File: config.mk
export PLATFORM = sky130hd
export DESIGN_NAME = upsp_stream_gather
export DESIGN_NICKNAME = d
export VERILOG_FILES = /design/src/rtl/upsp_stream_gather.sv
export SDC_FILE = /design/constraint.sdc
export NUM_CORES = 1
export LEC_CHECK = 0
export CORE_MARGIN = 2
export CORE_UTILIZATION = 60
export DETAILED_ROUTE_END_ITERATION = 8
export PLACE_DENSITY = 0.8
export REMOVE_ABC_BUFFERS = 1
export SYNTH_ARGS = -nofsm -noshare
export SYNTH_HDL_FRONTEND = slang
export SYNTH_SLANG_ARGS = --single-unit
export TNS_END_PERCENT = 10
File: constraint.sdc
create_clock -name clk -period 12.85 [get_ports clk]
set_clock_uncertainty 0.1 [all_clocks]
set_input_delay 2.57 -clock clk [delete_from_list [all_inputs] [get_ports clk]]
set_output_delay 2.57 -clock clk [all_outputs]
set_load 0.02 [all_outputs]
File: src/rtl/upsp_stream_gather.sv
// N-lane pixel gatherer: buffers groups of N_LANES pixels in a FIFO and
// serialises them in lane order onto an AXI-Stream master with frame framing.
module upsp_stream_gather #(
    parameter int N_LANES        = 4,
    parameter int PIX_WIDTH      = 24,
    parameter int DST_IMG_WIDTH  = 3840,
    parameter int DST_IMG_HEIGHT = 2160,
    parameter int FIFO_DEPTH     = 8
) (
    input  logic                           clk,
    input  logic                           rst_n,
    input  logic                           clear,
    input  logic                           upsp_ac_wvalid,
    input  logic [N_LANES*PIX_WIDTH-1:0]   upsp_ac_wdata,
    output logic                           ac_upsp_wready,
    output logic                           m_axis_tvalid,
    input  logic                           m_axis_tready,
    output logic [PIX_WIDTH-1:0]           m_axis_tdata,
    output logic                           m_axis_tlast,
    output logic                           m_axis_tuser,
    output logic                           frame_done,
    output logic [$clog2(FIFO_DEPTH):0]    fifo_level
);

    localparam int AW     = $clog2(FIFO_DEPTH);
    localparam int PW     = AW + 1;
    localparam int GW     = N_LANES * PIX_WIDTH;
    localparam int LANE_W = (N_LANES > 1) ? $clog2(N_LANES) : 1;
    localparam int COL_W  = (DST_IMG_WIDTH > 1) ? $clog2(DST_IMG_WIDTH) : 1;
    localparam int ROW_W  = (DST_IMG_HEIGHT > 1) ? $clog2(DST_IMG_HEIGHT) : 1;

    // Handshake: a transfer happens on a rising edge where valid && ready are
    // both high; a valid source holds its data until that edge.
    typedef enum logic {IDLE, STREAM} state_t;

    state_t             state, state_nxt;
    logic [GW-1:0]      mem [FIFO_DEPTH];
    logic [PW-1:0]      wr_ptr, rd_ptr, level;
    logic               ready_en;
    logic [LANE_W-1:0]  lane_idx;
    logic [COL_W-1:0]   col;
    logic [ROW_W-1:0]   row;
    logic               frame_done_q;
    logic [GW-1:0]      head;
    logic               full, push, pop, beat, last_lane, col_end, row_end;

    assign full           = (level == PW'(FIFO_DEPTH));
    assign ac_upsp_wready = ready_en && !full;
    assign m_axis_tvalid  = (state == STREAM);
    assign beat           = m_axis_tvalid && m_axis_tready;
    assign last_lane      = (lane_idx == LANE_W'(N_LANES - 1));
    assign col_end        = (col == COL_W'(DST_IMG_WIDTH - 1));
    assign row_end        = (row == ROW_W'(DST_IMG_HEIGHT - 1));
    // Clear wins over both sides of the FIFO.
    assign push           = upsp_ac_wvalid && ac_upsp_wready && !clear;
    assign pop            = beat && last_lane && !clear;

    assign head         = mem[rd_ptr[AW-1:0]];
    assign m_axis_tdata = m_axis_tvalid ? head[lane_idx*PIX_WIDTH +: PIX_WIDTH] : '0;
    assign m_axis_tlast = m_axis_tvalid && col_end;
    assign m_axis_tuser = m_axis_tvalid && (col == '0) && (row == '0);
    assign frame_done   = frame_done_q;
    assign fifo_level   = level;

    // Entering STREAM on the push edge gives lane 0 the cycle after acceptance.
    always_comb begin
        state_nxt = state;
        case (state)
            IDLE:    if (push || level != '0) state_nxt = STREAM;
            STREAM:  if (pop && level == PW'(1) && !push) state_nxt = IDLE;
            default: state_nxt = IDLE;
        endcase
        if (clear) state_nxt = IDLE;
    end

    always_ff @(posedge clk or negedge rst_n) begin
        if (!rst_n) state <= IDLE;
        else        state <= state_nxt;
    end

    always_ff @(posedge clk) begin
        if (push) mem[wr_ptr[AW-1:0]] <= upsp_ac_wdata;
    end

    always_ff @(posedge clk or negedge rst_n) begin
        if (!rst_n) begin
            ready_en     <= 1'b0;
            wr_ptr       <= '0;
            rd_ptr       <= '0;
            level        <= '0;
            lane_idx     <= '0;
            col          <= '0;
            row          <= '0;
            frame_done_q <= 1'b0;
        end else begin
            ready_en <= 1'b1;
            if (clear) begin
                wr_ptr       <= '0;
                rd_ptr       <= '0;
                level        <= '0;
                lane_idx     <= '0;
                col          <= '0;
                row          <= '0;
                frame_done_q <= 1'b0;
            end else begin
                if (push) wr_ptr <= wr_ptr + PW'(1);
                if (pop)  rd_ptr <= rd_ptr + PW'(1);
                case ({push, pop})
                    2'b10:   level <= level + PW'(1);
                    2'b01:   level <= level - PW'(1);
                    default: level <= level;
                endcase
                if (beat) begin
                    lane_idx <= last_lane ? '0 : lane_idx + LANE_W'(1);
                    if (col_end) begin
                        col <= '0;
                        row <= row_end ? '0 : row + ROW_W'(1);
                    end else begin
                        col <= col + COL_W'(1);
                    end
                end
                frame_done_q <= beat && col_end && row_end;
            end
        end
    end

endmodule

==> results of run 1 <==
-- cell type report --
class | instances | area (um^2) | share of cell area [%]
antenna | 7 | 17.5 | 0.0486
clock buffer | 98 | 2130 | 5.92
clock inverter | 43 | 334 | 0.926
inverter | 10 | 37.5 | 0.104
multi-input combinational | 562 | 7080 | 19.6
sequential | 807 | 24000 | 66.7
tap | 680 | 851 | 2.36
timing repair buffer | 163 | 1560 | 4.34
-- layer usage --
layer	track usage, %	share of wire, %
met5	0	0.22
met4	9.32	3.1
met3	5.86	8.9
met2	41.0	50
met1	33.9	38
-- flip-flops by register name, summed over array words and instances, names as in the netlist --
name	flops
col	12
fifo_level	4
frame_done	1
lane_idx	2
m_axis_tvalid	1
mem	768
rd_ptr	3
ready_en	1
row	12
wr_ptr	3
-- placed cells by master (no fill, tap or decap), types with 16 or more instances in the layout --
cell	count
nor2_1	40
dfrtp_1	36
mux4_2	192
clkbuf_16	83
mux2_2	61
o221ai_1	24
nand3_1	19
clkinv_2	16
edfxtp_1	768
clkdlybuf4s50_1	132
nand2_1	41
a21oi_1	25
buf_4	29
-- where the power goes --
part	switching [mW]	internal (mW)	total, mW
registers	0.00563	2.90	2.90
logic	0.106	0.0670	0.173
clock network	0.947	1.26	2.21
-- synth_stat cells, types with 2 or more instances --
cell type	instances	area (um^2)
edfxtp_1	768	23100
mux4_2	192	4320
mux2_2	61	687
nor2_1	44	165
nand2_1	41	154
dfrtp_1	39	976
clkbuf_1	34	128
a21oi_1	25	125
o221ai_1	24	210
nand3_1	19	95.1
buf_2	15	75.1
a31oi_1	14	87.6
mux2i_1	14	140
buf_1	13	48.8
buf_6	13	146
a221oi_1	12	105
a22oi_1	12	90.1
ha_1	11	138
inv_1	10	37.5
xnor2_1	8	70.1
nor4_1	7	43.8
o21ai_0	7	35.0
o31ai_1	7	52.6
xor2_1	7	61.3
nor2b_1	6	37.5
nor3_1	6	30.0
o21ai_1	6	30.0
and3_1	4	25.0
and2_1	3	18.8
buf_4	3	22.5
nand2b_1	3	18.8
nand4_1	3	18.8
nor4b_1	3	26.3
a41oi_1	2	17.5
o21ai_2	2	17.5
or3_1	2	12.5
-- final timing paths --
check	start	to	slack (ps)
worst max register to register	fifo_level[0]$_DFFE_PN0P_	mem[6][69]$_DFFE_PP_	8650
worst min register to register	row[11]$_DFFE_PN0P_	row[11]$_DFFE_PN0P_	440
max in group asynchronous	rst_n	rd_ptr[2]$_DFFE_PN0P_	10030
min in group asynchronous	rst_n	col[8]$_DFFE_PN0P_	1970
worst max-delay path	rd_ptr[0]$_DFFE_PN0P_	m_axis_tdata[18]	5070
worst min-delay path	row[11]$_DFFE_PN0P_	row[11]$_DFFE_PN0P_	440
-- per-stage QoR --
| stage | cells | hold WS (ps) | util (%) | TNS [ps] |
|---|---|---|---|---|
| 6_report | 2370 | 438 | 69.9 | 0 |
| 3_3_place_gp | 2222 | 422 | 65.1 | 0 |
| 5_1_grt | 2367 | 474 | 69.9 | 0 |
| 2_1_floorplan | 1379 | 372 | - | -152680 |
| 4_1_cts | 2363 | 437 | 69.8 | 0 |
| 3_5_place_dp | 2222 | 429 | 65.1 | 0 |
-- kinds of logic (layout without fill, tap and decap cells) --
logic type / Yosys count / after routing / share of synthesized area, %
other: 1 / 8 / 0.0119
AOI/OAI and AO/OA: 119 / 119 / 2.75
DFF: 807 / 807 / 76.3
xor gates and xnor gates: 15 / 15 / 0.417
adders and majority gates: 11 / 11 / 0.437
muxes: 267 / 267 / 16.3
buffers and inverters: 88 / 314 / 1.45
and+or+nand+nor: 149 / 149 / 2.32
==> impl_metrics.ini, run 1 <==
[status]
status = finished clean

[worst_hold_path]
whs_path_depth = 1
hp-class = flop to flop

[timing]
period_minus_slack_ps = 7780
setup_viol = 0
setup_slack_ps = 5070
final-hold-violation-count = 0
fin_crit_sh_pct = 60.5
slew_headroom_pct = 27.0
max_freq_mhz = 129
maxSlewViolCount = 0
worst_slew_pin_slew_ps = 1080
rsz0062_at_grt = no

[worst_setup_path]
start_kind = flop
crit_type = flop to primary output
slowest_stage = dfrtp_4
critPathRequiredTime_ps = 10180
worst-path-buf-inv = 3
r2r_cells = 8
path_depth = 7
crit_path_end_kind = primary output
critPathMaxStageDelay_ps = 940
cp_max_fo = 108
crit_family = buffers and inverters
cp.arrival_ps = 5110
crit_chain = buf_12 > buf_4 > mux4_2 > mux2_2 > o221ai_1 > a21oi_1 > clkdlybuf4s50_1

[clock_tree]
clockRootBuffer = clkbuf_16
cts_buffers = 79
cts_hold_buf = 0
cts-resized-gates = 0
cts_tree = built
clk_pin_slew_worst_paths_ps = 60
post_cts_buffers = 0
h-tree-depth = 3
clockBufferDepth = 3
insertion_delay_ps = 620
cts_sinks = 807

[floorplanning]
num_rows = 83
fp.coreArea_um2 = 51600
die_w_um = 233
pin_count = 134
die_h_um = 233
start_util_pct = 61.1
dieArea_um2 = 54400

[grt]
gr-total-overflow = 0
grt_max_degree = 109
antenna_found_initial = 14
grt_first_pass_wirelength_mm = 99.6
gr-usage-all-layers_pct = 25.2
grt_pass1_vias = 15936

[logic_synthesis]
ys_ff_latch = 807
synthesis.area_um2 = 31500
synth_edf_count = 768
syn_area_per_cell_um2 = 21.6
synth_warnings = 0
async_reset_ff_share_pct = 4.83
netlist_instances = 1457
ys_types = 53
ys_seq_area_share_pct = 76.3
synthFlopType = edfxtp_1

[place]
place_worst_setup_slack_ps = 5540
port-buffer-count = 133
dpl_cell_area_um2 = 33600
hpwl_mm = 33.9
gp_congestion = 0.794

[routing]
drt_iter0_markers = 1700
drc = 0
drt_pass1_iterations = 5
finalWirelength_mm = 66.3
wl_per_cell_um = 28.0
vias = 15402
drtAntennaViolNets = 0
viasPerCell = 6.50

[layout]
syn_to_final_growth_pct = 14.4
drive_gt1_share_pct = 24.9
stdcell_area_um2 = 36100
fillers = 2934
fin_nets = 1735

[power]
total_power_mw = 5.28
p_leak_nw = 11.1
ir_worst_vdd_mv = 0.0997
power.density_nw_per_um2 = 146

[job]
drv_cap = 0
Note: power is estimated with default switching activity, not from simulation.
==> inputs of run 2 (changes only) <==
==> constraint.sdc (replaced) <==
create_clock -name clk -period 7.85 [get_ports clk]
set_clock_uncertainty 0.1 [all_clocks]
set_input_delay 1.57 -clock clk [delete_from_list [all_inputs] [get_ports clk]]
set_output_delay 1.57 -clock clk [all_outputs]
set_load 0.02 [all_outputs]
==> run 2 against run 1 <==
- clock-buffer cell count rose by 1
- worst setup slack got worse by 3100 ps
- sequential share of layout area fell by 0.42 points
- highest routed layer unchanged
- utilization is 0.44 points higher
==> impl_metrics.ini, run 2 (synthesis results as in run 1) <==
[routing]
drc = 0
drt_iter0_markers = 1849
wl_per_cell_um = 28.8
vias = 15517
finalWirelength_mm = 68.5
drt_pass1_iterations = 5
viasPerCell = 6.53
drtAntennaViolNets = 0

[floorplanning]
die_w_um = 233
pin_count = 134
fp.coreArea_um2 = 51600
num_rows = 83
die_h_um = 233
start_util_pct = 61.1
dieArea_um2 = 54400

[grt]
grt_max_degree = 88
gr-total-overflow = 0
grt_first_pass_wirelength_mm = 103
antenna_found_initial = 9
grt_pass1_vias = 16395
gr-usage-all-layers_pct = 26.1

[layout]
fin_util_pct = 70.3
fin_cells = 2376
drive_gt1_share_pct = 24.9
largest_reg_flops = 768
final_cell_mix = edfxtp_1 (768), mux4_2 (192), clkdlybuf4s50_1 (132)
syn_to_final_growth_pct = 15.2
fin_nets = 1740
mostFrequentLayoutCell = edfxtp_1

[worst_setup_path]
start_kind = flop
cp_max_fo = 45
crit_path_end_kind = primary output
cp.arrival_ps = 4170
r2r_cells = 8
rrSetupSlack_ps = 4160
r2r_end = mem[0][52]$_DFFE_PP_
critPathRequiredTime_ps = 6180
crit_type = flop to primary output
rr_startpoint = fifo_level[0]$_DFFE_PN0P_

[timing]
max_freq_mhz = 171
tns_ps = 0
rsz0062_at_grt = no
period_minus_slack_ps = 5840
setup_viol = 0
worst_slew_pin_slew_ps = 1160
fin_crit_sh_pct = 74.3
final-hold-violation-count = 0
slew_headroom_pct = 22.4
whs_ps = 411
maxSlewViolCount = 0

[clock_tree]
clk_pin_slew_worst_paths_ps = 60
cts-resized-gates = 0
insertion_delay_ps = 620
cts_buffers = 79
cts_tree = built
clockBufferDepth = 3
cts_hold_buf = 0
clockRootBuffer = clkbuf_16
h-tree-depth = 3
cts_sinks = 807
post_cts_buffers = 0

[place]
placed_cells = 2227
port-buffer-count = 133
hpwl_mm = 35.0
gp_congestion = 0.818

[power]
p_leak_nw = 11.2
ir_worst_vdd_mv = 0.172
power.density_nw_per_um2 = 244
total_power_mw = 8.85

[job]
drv_cap = 0

[worst_hold_path]
hp-class = flop to flop
hold_start = row[11]$_DFFE_PN0P_
whs_path_depth = 1
hold_end = row[11]$_DFFE_PN0P_

[status]
status = finished clean
-- run 2: changes by cell type in the layout (fill, tap and decap cells not counted) --
cell        delta
clkbuf_16      -2
buf_12         +5
inv_6          +1
clkinvlp_4     +1
clkinv_2       -6
diode_2        -2
clkinv_1       +3
clkinv_4       -4
bufinv_16      +7
clkbuf_1       +3
-- run 2: metal layers --
layer  global-route usage, %  up-vias  routed length (um)
met2                    43.6      815               35000
li1                        -     6469                   -
met3                    4.79      137                5730
met5                       0        -                  55
met1                    34.6     8088               25700
met4                    10.5        8                1950
-- run 2: through the flow --
stage          instance area [um^2]  worst slack, ps
4_1_cts                       36300             1900
6_report                      36300             2010
2_1_floorplan                 31100            -4810
3_5_place_dp                  33700             2610
5_1_grt                       36300             1770
3_3_place_gp                  33700             2610
-- run 2: cell type report --
class | instances | area (um^2)
repair buffers | 168 | 1660
flip-flops and latches | 807 | 24000
clock buffers | 99 | 2090
inverters | 10 | 37.5
well taps | 680 | 851
clock inverters | 45 | 507
multi-input cells | 562 | 7080
fillers | 2884 | 15300
diodes | 5 | 12.5
-- run 2: worst max path at each step --
stage | end | cells past startpoint | start | slack [ps]
finish | m_axis_tdata[21] | 6 | rd_ptr[0]$_DFFE_PN0P_ | 2010
detailed placement | m_axis_tdata[2] | 6 | rd_ptr[0]$_DFFE_PN0P_ | 2610
CTS | m_axis_tdata[21] | 6 | rd_ptr[0]$_DFFE_PN0P_ | 1900
global placement | m_axis_tdata[21] | 6 | rd_ptr[0]$_DFFE_PN0P_ | 2610
floorplan | mem[4][0]$_DFFE_PP_ | 3 | upsp_ac_wvalid | -4810
global route | m_axis_tdata[2] | 6 | rd_ptr[0]$_DFFE_PN0P_ | 1770
-- run 2: critical path, cell delays in order (launching register included) --
cell,delay (ps)
dfrtp_4,1000
buf_4,590
mux4_2,580
mux2_2,280
o221ai_1,380
a21oi_1,100
clkdlybuf4s50_1,560
-- run 2: power by group --
group	switching, mW	internal, mW
registers	0.0133	4.74
logic	0.172	0.111
clock network	1.56	2.26
==> inputs of run 3 (changes only) <==
==> constraint.sdc (replaced) <==
create_clock -name clk -period 5.6 [get_ports clk]
set_clock_uncertainty 0.1 [all_clocks]
set_input_delay 1.12 -clock clk [delete_from_list [all_inputs] [get_ports clk]]
set_output_delay 1.12 -clock clk [all_outputs]
set_load 0.02 [all_outputs]
==> run 3 against run 2 <==
- utilization is 0.25 points higher
- flip-flop and latch count stayed put
- die area stayed put
- sequential power is 40% higher
- highest routed layer unchanged
==> impl_metrics.ini, run 3 (synthesis results as in run 1) <==
[power]
p_leak_nw = 11.2
power.density_nw_per_um2 = 337
ir_worst_vdd_mv = 0.222

[floorplanning]
pin_count = 134
die_h_um = 233
dieArea_um2 = 54400
start_util_pct = 61.1
die_w_um = 233
num_rows = 83
fp.coreArea_um2 = 51600

[worst_hold_path]
hp-class = flop to flop

[grt]
grt_pass1_vias = 16431
gr-usage-all-layers_pct = 25.9
grt_first_pass_wirelength_mm = 103
grt_max_degree = 97
gr-total-overflow = 0
antenna_found_initial = 8

[routing]
drt_iter0_markers = 1908
finalWirelength_mm = 70.5
wl_per_cell_um = 29.5
vias = 15802
drtAntennaViolNets = 0
drt_pass1_iterations = 7
drc = 0
viasPerCell = 6.63

[clock_tree]
cts-resized-gates = 0
cts_buffers = 79
cts_sinks = 807
cts_tree = built
clk_pin_slew_worst_paths_ps = 60
insertion_delay_ps = 630
clockBufferDepth = 3
post_cts_buffers = 0
cts_hold_buf = 0
h-tree-depth = 3
clockRootBuffer = clkbuf_16

[timing]
period_minus_slack_ps = 4890
max_freq_mhz = 204
setup_viol = 0
tns_ps = 0
slew_headroom_pct = 25.8
fin_crit_sh_pct = 87.4
rsz0062_at_grt = no
worst_slew_pin_slew_ps = 1100
final-hold-violation-count = 0
maxSlewViolCount = 0

[place]
gp_congestion = 0.819
hpwl_mm = 35.7
port-buffer-count = 133
placed_cells = 2234

[layout]
largest_reg_flops = 768
fin_cells = 2385
mostFrequentLayoutCell = edfxtp_1
drive_gt1_share_pct = 25.4
syn_to_final_growth_pct = 15.6
fin_nets = 1747
final_cell_mix = edfxtp_1 (768), mux4_2 (192), clkdlybuf4s50_1 (132)

[worst_setup_path]
critPathRequiredTime_ps = 4380
start_kind = flop
cp.arrival_ps = 3670
crit_path_end_kind = primary output
cp_max_fo = 60
crit_type = flop to primary output

[status]
status = finished clean

[job]
drv_cap = 0
[run 3: report_power, final]
group | total [mW] | internal [mW] | switching, mW
logic | 0.405 | 0.158 | 0.246
registers | 6.66 | 6.64 | 0.0162
clock network | 5.21 | 2.95 | 2.26
total | 12.3 | 9.75 | 2.52
[run 3: per-stage QoR]
stage	hold slack (ps)	area, um^2	util (%)	total power, mW	setup slack [ps]
finish	461	36400	70.6	12.3	706
global route	479	36400	70.5	12.6	504
CTS	452	36400	70.5	12.3	653
floorplan	372	31100	-	6.93	-6610
global placement	420	33900	65.6	7.16	1330
detailed placement	436	33900	65.6	7.18	1320
[run 3: cell type report]
class	instances	area (um^2)
Fill cell	2873	15200
Sequential cell	807	24000
Clock inverter	47	453
Inverter	10	37.5
Timing Repair Buffer	175	1850
Antenna cell	9	22.5
Multi-Input combinational cell	562	7080
Tap cell	680	851
Clock buffer	95	2080
[run 3: routing by layer]
layer	up-vias	global-route usage [%]	wire length (um)
met5	-	0	27
met4	4	9.77	1900
met3	136	4.71	6130
met2	867	43.1	36400
met1	8277	34.8	26000
li1	6518	-	-
[run 3: final timing paths]
path / start / to / slack [ps] / depth (start not counted)
worst max-delay path: rd_ptr[1]$_DFFE_PN0P_ / m_axis_tdata[19] / 710 / 6
worst min-delay path: row[11]$_DFFE_PN0P_ / row[11]$_DFFE_PN0P_ / 460 / 1
worst max register to register: fifo_level[0]$_DFFE_PN0P_ / mem[7][27]$_DFFE_PP_ / 2500 / 7
worst min register to register: row[11]$_DFFE_PN0P_ / row[11]$_DFFE_PN0P_ / 460 / 1
max in group asynchronous: rst_n / rd_ptr[1]$_DFFE_PN0P_ / 4180 / 1
min in group asynchronous: rst_n / col[3]$_DFFE_PN0P_ / 520 / 1
[run 3: worst max-delay path: stages (launching register included)]
cell and delay (ps):
dfrtp_4 910, buf_12 410, mux4_2 380, mux2_2 300, o221ai_1 350, a31oi_1 80, clkdlybuf4s50_1 570
